### config.mk
export PLATFORM = sky130hd
export DESIGN_NAME = mmc1_sxrom_mapper
export DESIGN_NICKNAME = d
export VERILOG_FILES = /design/src/rtl/mmc1_sxrom_mapper.sv
export SDC_FILE = /design/constraint.sdc
export NUM_CORES = 1
export LEC_CHECK = 0
export CORE_MARGIN = 10
export CORE_UTILIZATION = 35
export DETAILED_ROUTE_END_ITERATION = 7
export MAX_ROUTING_LAYER = met4
export PLACE_DENSITY = 0.77
export SLEW_MARGIN = 0
export SYNTH_ARGS = -nofsm -noshare
export SYNTH_HDL_FRONTEND = slang
export SYNTH_SLANG_ARGS = --single-unit
### constraint.sdc
create_clock -name clk -period 1.3 [get_ports clk]
set_input_delay 0.13 -clock clk [delete_from_list [all_inputs] [get_ports clk]]
set_output_delay 0.13 -clock clk [all_outputs]
set_load 0.05 [all_outputs]
### src/rtl/mmc1_sxrom_mapper.sv
// mmc1_sxrom_mapper: MMC1 mapper for the SNROM/SOROM/SUROM/SXROM board family.
// Rev 1.0
`default_nettype none

module mmc1_sxrom_mapper #(
  parameter int unsigned PRG_AW    = 22,
  parameter int unsigned CHR_AW    = 22,
  parameter int unsigned CHR_BASE  = 32'h0020_0000,
  parameter int unsigned WRAM_BASE = 32'h003C_0000,
  parameter bit          MMC1A     = 1'b0
) (
  input  logic              clk,
  input  logic              reset,
  input  logic              ce,
  input  logic [1:0]        board,
  input  logic              hard_mirror,
  input  logic              chr_ram,
  input  logic [15:0]       prg_ain,
  input  logic              prg_write,
  input  logic [7:0]        prg_din,
  input  logic [13:0]       chr_ain,
  output logic [PRG_AW-1:0] prg_aout,
  output logic              prg_allow,
  output logic [CHR_AW-1:0] chr_aout,
  output logic              chr_allow,
  output logic              vram_a10,
  output logic              vram_ce,
  output logic [2:0]        shift_cnt
);

  localparam logic [1:0] BOARD_SNROM = 2'd0;
  localparam logic [1:0] BOARD_SOROM = 2'd1;
  localparam logic [1:0] BOARD_SXROM = 2'd3;

  logic [4:0] control;
  logic [4:0] chr0;
  logic [4:0] chr1;
  logic [4:0] prg_bank;
  logic [3:0] sreg;
  logic [2:0] cnt;
  logic       blk;

  // Serial load port. blk filters the second cycle of back-to-back writes.
  always_ff @(posedge clk) begin
    if (reset) begin
      control  <= 5'b01100;
      chr0     <= 5'd0;
      chr1     <= 5'd0;
      prg_bank <= 5'd0;
      sreg     <= 4'd0;
      cnt      <= 3'd0;
      blk      <= 1'b0;
    end else if (ce) begin
      if (!prg_write) begin
        blk <= 1'b0;
      end else if (prg_ain[15] && !blk) begin
        blk <= 1'b1;
        if (prg_din[7]) begin
          cnt     <= 3'd0;
          sreg    <= 4'd0;
          control <= control | 5'b01100;
        end else if (cnt == 3'd4) begin
          case (prg_ain[14:13])
            2'd0:    control  <= {prg_din[0], sreg};
            2'd1:    chr0     <= {prg_din[0], sreg};
            2'd2:    chr1     <= {prg_din[0], sreg};
            default: prg_bank <= {prg_din[0], sreg};
          endcase
          cnt  <= 3'd0;
          sreg <= 4'd0;
        end else begin
          sreg <= {prg_din[0], sreg[3:1]};
          cnt  <= cnt + 3'd1;
        end
      end
    end
  end

  assign shift_cnt = cnt;

  logic [3:0] prg_page;
  always_comb begin
    prg_page = 4'h0;
    case (control[3:2])
      2'b10:   prg_page = prg_ain[14] ? prg_bank[3:0] : 4'h0;
      2'b11:   prg_page = prg_ain[14] ? 4'hF : prg_bank[3:0];
      default: prg_page = {prg_bank[3:1], prg_ain[14]};
    endcase
  end

  // SUROM and SXROM (boards 2 and 3) both use chr0[4] as the 256 KB outer bank.
  logic outer_bank;
  assign outer_bank = board[1] ? chr0[4] : 1'b0;

  logic [1:0] ram_bank;
  always_comb begin
    ram_bank = 2'b00;
    case (board)
      BOARD_SOROM: ram_bank = {1'b0, chr0[3]};
      BOARD_SXROM: ram_bank = chr0[3:2];
      default:     ram_bank = 2'b00;
    endcase
  end

  logic ram_en;
  logic wram_sel;
  assign ram_en   = ((MMC1A != 1'b0) || !prg_bank[4]) && !(board == BOARD_SNROM && chr0[4]);
  assign wram_sel = (prg_ain[15:13] == 3'b011);

  logic [18:0] rom_addr;
  logic [14:0] ram_off;
  assign rom_addr = {outer_bank, prg_page, prg_ain[13:0]};
  assign ram_off  = {ram_bank, prg_ain[12:0]};

  assign prg_aout  = wram_sel ? (PRG_AW'(WRAM_BASE) | PRG_AW'(ram_off)) : PRG_AW'(rom_addr);
  assign prg_allow = (prg_ain[15] && !prg_write) || (wram_sel && ram_en);

  logic [4:0] chr_page;
  assign chr_page = control[4] ? (chr_ain[12] ? chr1 : chr0) : {chr0[4:1], chr_ain[12]};
  assign chr_aout = CHR_AW'(CHR_BASE) | CHR_AW'({chr_page, chr_ain[11:0]});
  assign chr_allow = chr_ram;
  assign vram_ce   = chr_ain[13];

  logic [1:0] mirror;
  assign mirror = hard_mirror ? 2'b10 : control[1:0];

  always_comb begin
    vram_a10 = 1'b0;
    case (mirror)
      2'b00:   vram_a10 = 1'b0;
      2'b01:   vram_a10 = 1'b1;
      2'b10:   vram_a10 = chr_ain[10];
      default: vram_a10 = chr_ain[11];
    endcase
  end

  logic unused_din;
  assign unused_din = ^prg_din[6:1];

endmodule

`default_nettype wire

==> impl_metrics.env, run 1 <==
export IMPL_crit_end="prg_aout[14]"
export IMPL_r2r_cells=5
export IMPL_violations="negative setup slack"
export IMPL_cp_slowest_stage_delay_ns=0.39
export IMPL_clockRootBuffer="clkbuf_8"
export IMPL_n_fill_cell=393
export IMPL_fmax_ghz=0.696
export IMPL_cts_hold_buf=0
export IMPL_drive_gt1_share_pct=43.2
export IMPL_worst_setup_path_start_kind="flip-flop"
export IMPL_p_leak_nw=1.10
export IMPL_grt_overflow=0
export IMPL_end_kind="primary output"
export IMPL_regToRegSetupSlack_ns=-0.09
export IMPL_die_y_microns=90.6
export IMPL_reg2reg_from="shift_cnt[0]"
export IMPL_switching_share_pct=28.0
export IMPL_drt_total_wl_mm=4.89
export IMPL_via_per_inst=5.06
export IMPL_final_common_cell="nand2_1"
export IMPL_core_sq_um=4790
export IMPL_syn_inst=207
export IMPL_initial_utilization_pct=36.5
export IMPL_path_class="flip-flop to primary output"
export IMPL_report_final_slew_viol_count=0
export IMPL_grt_pass1_wl_mm=7.89
export IMPL_status="finished, violations left"
export IMPL_fin_nets=283
export IMPL_ys_warn_count=0
export IMPL_p_comb_share_pct=23.7
export IMPL_crit_family="flip-flops"
export IMPL_drcViolationCount=0
export IMPL_crit_path_cell_trace="nand2b_4, a2bb2oi_1, o211ai_1, buf_12"
export IMPL_finalSetupViolations=24
export IMPL_fin_ws_ns=-0.137
export IMPL_place_area_sq_um=2320
export IMPL_yosysSeqAreaShare_pct=32.1
export IMPL_crit_required_ns=1.17
export IMPL_p_int_mw=1.39
export IMPL_dieArea_sq_um=8210
export IMPL_pwr_share_seq_pct=44.2
export IMPL_cp_slowest_cell="dfxtp_4"
export IMPL_ys_types=37
export IMPL_antenna_found_initial=0
export IMPL_final_antenna_net_count=0
export IMPL_gp_congestion=0.784
export IMPL_grt_use_total_pct=11.7
export IMPL_routedWlPerCell_microns=16.2
export IMPL_crit_reg2reg_capture="prg_bank[3]"
export IMPL_htreeDepth=1
export IMPL_diodes=0
export IMPL_area_growth_pct=45.4
export IMPL_max_cap_violations=0
export IMPL_powerDensity_nw_per_um2=761
export IMPL_die_x_microns=90.6
export IMPL_switching_power_mw=0.540
export IMPL_clk_insertion_delay_late_ns=0.28
export IMPL_cts_sinks=28
export IMPL_clk_pin_slew_ns=0.10
export IMPL_grt_max_degree=17
export IMPL_rsz0062_at_grt="true"
export IMPL_cp_max_fo=4
export IMPL_cts_inserted_buffers=3
export IMPL_drt_pre_antenna_iters=4
export IMPL_vias=1523
export IMPL_port_buffer_count=35
export IMPL_cts_buffer_depth=2
export IMPL_fin_skew_ns=0.00460
export IMPL_postLayoutCellArea_sq_um=2540
export IMPL_grt_pass1_vias=1559
export IMPL_hpwl_mm=3.47
export IMPL_crit_start="control[3]"
export IMPL_post_route_period_util_pct=111
export IMPL_synth_area_per_cell_sq_um=8.43
export IMPL_first_iter_violations=113
export IMPL_hold_path_class="input pin to flip-flop"
export IMPL_clkPwrFrac_pct=32.0
export IMPL_final_cell_mix="nand2_1, buf_4, buf_12, dfxtp_1, mux2i_1"
export IMPL_crit_cells=4
export IMPL_period_needed_ns=1.44
export IMPL_path_buf_inv=1
export IMPL_boundaryPins=97
export IMPL_syn_cell_area_sq_um=1750
export IMPL_cts_tree="yes"
export IMPL_vdd_drop_max_uv=360
export IMPL_finalHoldViolations=0
export IMPL_total_power_mw=1.93
export IMPL_placementRows=25
export IMPL_synth_seq_cells=28
export IMPL_worstPathArrival_ns=1.31
## synthesized netlist by cell type (all sizes together)
cell type	count	area, sq um
buf	40	299
nand2	29	109
dfxtp	28	561
mux2i	16	160
a21oi	14	70.1
inv	9	33.8
nand3	8	40.0
nand2b	7	43.8
o21ai	6	30.0
clkbuf	5	20.0
mux2	5	56.3
nor2	5	18.8
a31o	3	26.3
nand4	3	25.0
nand4b	3	32.5
nor3	3	15.0
nor4	3	18.8
a21o	2	15.0
a32oi	2	17.5
and3b	2	17.5
conb	2	7.51
ha	2	25.0
a211o	1	8.76
a211oi	1	7.51
a2bb2oi	1	8.76
and2	1	6.26
and4	1	10.0
and4b	1	10.0
nand4bb	1	27.5
nor2b	1	6.26
o211ai	1	7.51
or3	1	11.3
## worst min path at each step
stage                startpoint          end  slack [ns]  depth (start not counted)
detailed placement   chr_ain[6]  chr_aout[6]        0.26                          0
global placement     chr_ain[6]  chr_aout[6]        0.26                          0
global route        prg_ain[15]          blk        0.21                          3
finish              prg_ain[15]          blk        0.21                          3
CTS                  chr_ain[6]  chr_aout[6]        0.26                          0
floorplan            prg_din[0]      sreg[3]        0.28                          2
## logic make-up after synthesis
group / synth area share [%]
flip-flops: 32.1
buffers and inverters: 20.2
AO/OA/AOI/OAI: 11.0
other: 0.430
multiplexers: 12.4
AND/OR/NAND/NOR: 22.4
adder cells (fa/ha/maj): 1.43
## stage by stage
step	hold WS [ns]	cells	utilization [%]	setup WS, ns	TNS, ns
after floorplan	0.282	210	-	-0.246	-1.93
after global placement	0.260	294	48.6	-0.429	-11.58
after detailed placement	0.260	294	48.6	-0.437	-13.14
after CTS	0.260	300	52.0	-0.147	-1.70
after global routing	0.214	301	53.0	-0.229	-2.79
final	0.207	301	53.0	-0.137	-1.54
## state kept, by name, indices dropped and copies added, names as in the netlist
name       cells
blk            1
chr0           5
chr1           5
control        5
prg_bank       5
shift_cnt      3
sreg           4
## power groups by stage
stage	Clock, mW	Combinational (mW)	Sequential, mW
finish	0.619	0.458	0.854
global route	0.660	0.480	0.854
CTS	0.630	0.452	0.858
detailed placement	0	0.440	0.880
global placement	0	0.435	0.879
floorplan	0	0.441	0.883
## final cells by class
cell class | instances | area (sq um) | share of cell area (%)
repair buffers | 65 | 778 | 30.7
clock buffers | 4 | 66.3 | 2.61
multi-input cells | 128 | 990 | 39.0
inverters | 9 | 36.3 | 1.43
flip-flops and latches | 28 | 583 | 23.0
well taps | 67 | 83.8 | 3.30
## worst register-to-register path, delay by kind of cell (launching register included)
kind                       cells  cell delay (ns)
muxes                          1             0.19
buffers and inverters          1             0.06
adders and majority gates      1             0.16
DFF                            1             0.36
and+or+nand+nor                2             0.52
## layer usage
metal	share of wire, %	GRT usage, %	up-vias
met2	49	19.0	58
met1	43	13.5	730
met3	5.4	3.24	11
met5	0	-	-
met4	2.4	3.85	0
li1	-	-	724
## repair_timing
item	CTS	global route
gates resized for setup	38	18
endpoints found under the setup margin	35	36
cloned	0	0
pin swaps	11	8
buffers inserted	2	1
Note: power is estimated with default switching activity, not from simulation.
==> inputs of run 2 (changes only) <==
--- a/config.mk
+++ b/config.mk
@@ -6,10 +6,12 @@
 export NUM_CORES = 1
 export LEC_CHECK = 0
 export CORE_MARGIN = 10
-export CORE_UTILIZATION = 35
+export CORE_UTILIZATION = 36
+export CTS_BUF_LIST = sky130_fd_sc_hd__clkbuf_4
 export DETAILED_ROUTE_END_ITERATION = 7
+export GPL_ROUTABILITY_DRIVEN = 1
 export MAX_ROUTING_LAYER = met4
-export PLACE_DENSITY = 0.77
+export PLACE_DENSITY = 0.79
 export SLEW_MARGIN = 0
 export SYNTH_ARGS = -nofsm -noshare
 export SYNTH_HDL_FRONTEND = slang
==> impl_metrics.env, run 2 (same netlist as run 1, synthesis figures left out) <==
export IMPL_worst_setup_path_start_kind="flip-flop"
export IMPL_status="finished, violations left"
export IMPL_routedWlPerCell_microns=16.2
export IMPL_hpwl_mm=3.63
export IMPL_end_kind="primary output"
export IMPL_drcViolationCount=0
export IMPL_port_buffer_count=35
export IMPL_die_x_microns=89.6
export IMPL_powerDensity_nw_per_um2=728
export IMPL_boundaryPins=97
export IMPL_regArea_sq_um=584
export IMPL_crit_required_ns=1.17
export IMPL_drive_gt1_share_pct=48.7
export IMPL_htreeDepth=1
export IMPL_path_class="flip-flop to primary output"
export IMPL_initial_utilization_pct=37.0
export IMPL_violations="negative setup slack"
export IMPL_worstPathArrival_ns=1.41
export IMPL_fin_skew_ns=0.0141
export IMPL_vias=1478
export IMPL_cts_hold_buf=0
export IMPL_area_growth_pct=50.7
export IMPL_finalHoldViolations=0
export IMPL_via_per_inst=4.88
export IMPL_setup_tns_ns=-2.37
export IMPL_multi_input_area_sq_um=1050
export IMPL_cp_max_fo=4
export IMPL_fmax_ghz=0.651
export IMPL_first_iter_violations=92
export IMPL_grt_max_degree=17
export IMPL_gp_congestion=0.873
export IMPL_clockRootBuffer="clkbuf_4"
export IMPL_final_common_cell="nand2_1"
export IMPL_clk_insertion_delay_late_ns=0.35
export IMPL_grt_use_total_pct=11.8
export IMPL_vdd_drop_max_uv=414
export IMPL_total_power_mw=1.91
export IMPL_cts_sinks=28
export IMPL_dieArea_sq_um=8030
export IMPL_grt_overflow=0
export IMPL_finalSetupViolations=29
export IMPL_n_fill_cell=383
export IMPL_grt_pass1_wl_mm=7.28
export IMPL_cts_inserted_buffers=3
export IMPL_drt_pre_antenna_iters=4
export IMPL_fin_nets=285
export IMPL_p_leak_nw=1.12
export IMPL_post_route_period_util_pct=118
export IMPL_fin_ws_ns=-0.235
export IMPL_report_final_slew_viol_count=0
export IMPL_hold_path_class="input pin to flip-flop"
export IMPL_die_y_microns=89.6
export IMPL_grt_pass1_vias=1519
export IMPL_diodes=0
export IMPL_period_needed_ns=1.54
export IMPL_final_antenna_net_count=0
export IMPL_final_cell_mix="nand2_1, buf_4, buf_12, dfxtp_1, mux2i_1"
export IMPL_antenna_found_initial=0
export IMPL_drt_total_wl_mm=4.92
export IMPL_placementRows=25
export IMPL_cts_buffer_depth=2
export IMPL_clk_pin_slew_ns=0.16
export IMPL_rsz0062_at_grt="true"
export IMPL_cts_tree="yes"
export IMPL_core_sq_um=4720
export IMPL_max_cap_violations=0
-- run 2: cell types whose count changed in the layout (fill, tap and decap cells not counted), sizes merged --
cell / before / now
bufinv: 0 / 1
clkdlybuf4s15: 0 / 1
clkdlybuf4s50: 8 / 9
dlygate4sd2: 3 / 2
-- run 2: final cells by class --
| class | count | area share [%] |
|---|---|---|
| Inverter | 9 | 1.38 |
| Clock inverter | 1 | 1.14 |
| Sequential cell | 28 | 22.2 |
| Timing Repair Buffer | 67 | 31.4 |
| Tap cell | 67 | 3.19 |
| Clock buffer | 3 | 0.856 |
| Multi-Input combinational cell | 128 | 39.9 |
-- run 2: final timing paths --
path	start	endpoint	slack (ns)	cells after the start
max	control[3]	prg_aout[14]	-0.24	4
min	prg_ain[15]	blk	0.22	3
max reg2reg	shift_cnt[0]	chr0[3]	-0.08	5
min reg2reg	chr1[2]	chr1[2]	0.48	2
-- run 2: through the flow --
step	setup WS, ns	hold slack (ns)	util (%)	area, sq um	instances
2_1_floorplan	-0.246	0.282	-	1800	210
3_3_place_gp	-0.423	0.260	48.7	2300	291
3_5_place_dp	-0.449	0.260	48.7	2300	291
4_1_cts	-0.223	0.228	52.1	2460	299
5_1_grt	-0.275	0.239	55.7	2630	303
6_report	-0.235	0.219	55.7	2630	303
-- run 2: what timing repair did --
item	4_1_cts	5_1_grt
cloned	0	0
gates resized for setup	41	36
setup endpoints to repair	38	39
hold endpoints to repair	0	0
pin swaps	13	12
buffers inserted	4	4
-- run 2: critical path: stages, from the launching register on --
cell and delay [ns]:
dfxtp_4 0.40, nand2b_4 0.07, a2bb2oi_2 0.13, o211ai_1 0.24
clkbuf_16 0.22
-- run 2: where the power goes --
part,switching [mW],total (mW),internal [mW]
Sequential,0.00264,0.857,0.854
Clock,0.274,0.587,0.313
Combinational,0.259,0.470,0.211
Total,0.536,1.91,1.38
-- run 2: routing by layer --
| layer | share of wire, % | track usage (%) | wire length [microns] |
|---|---|---|---|
| met5 | 0 | - | 0 |
| met4 | 1.4 | 3.47 | 67 |
| met3 | 7.5 | 2.98 | 369 |
| met2 | 49 | 19.6 | 2420 |
| met1 | 42 | 13.7 | 2070 |
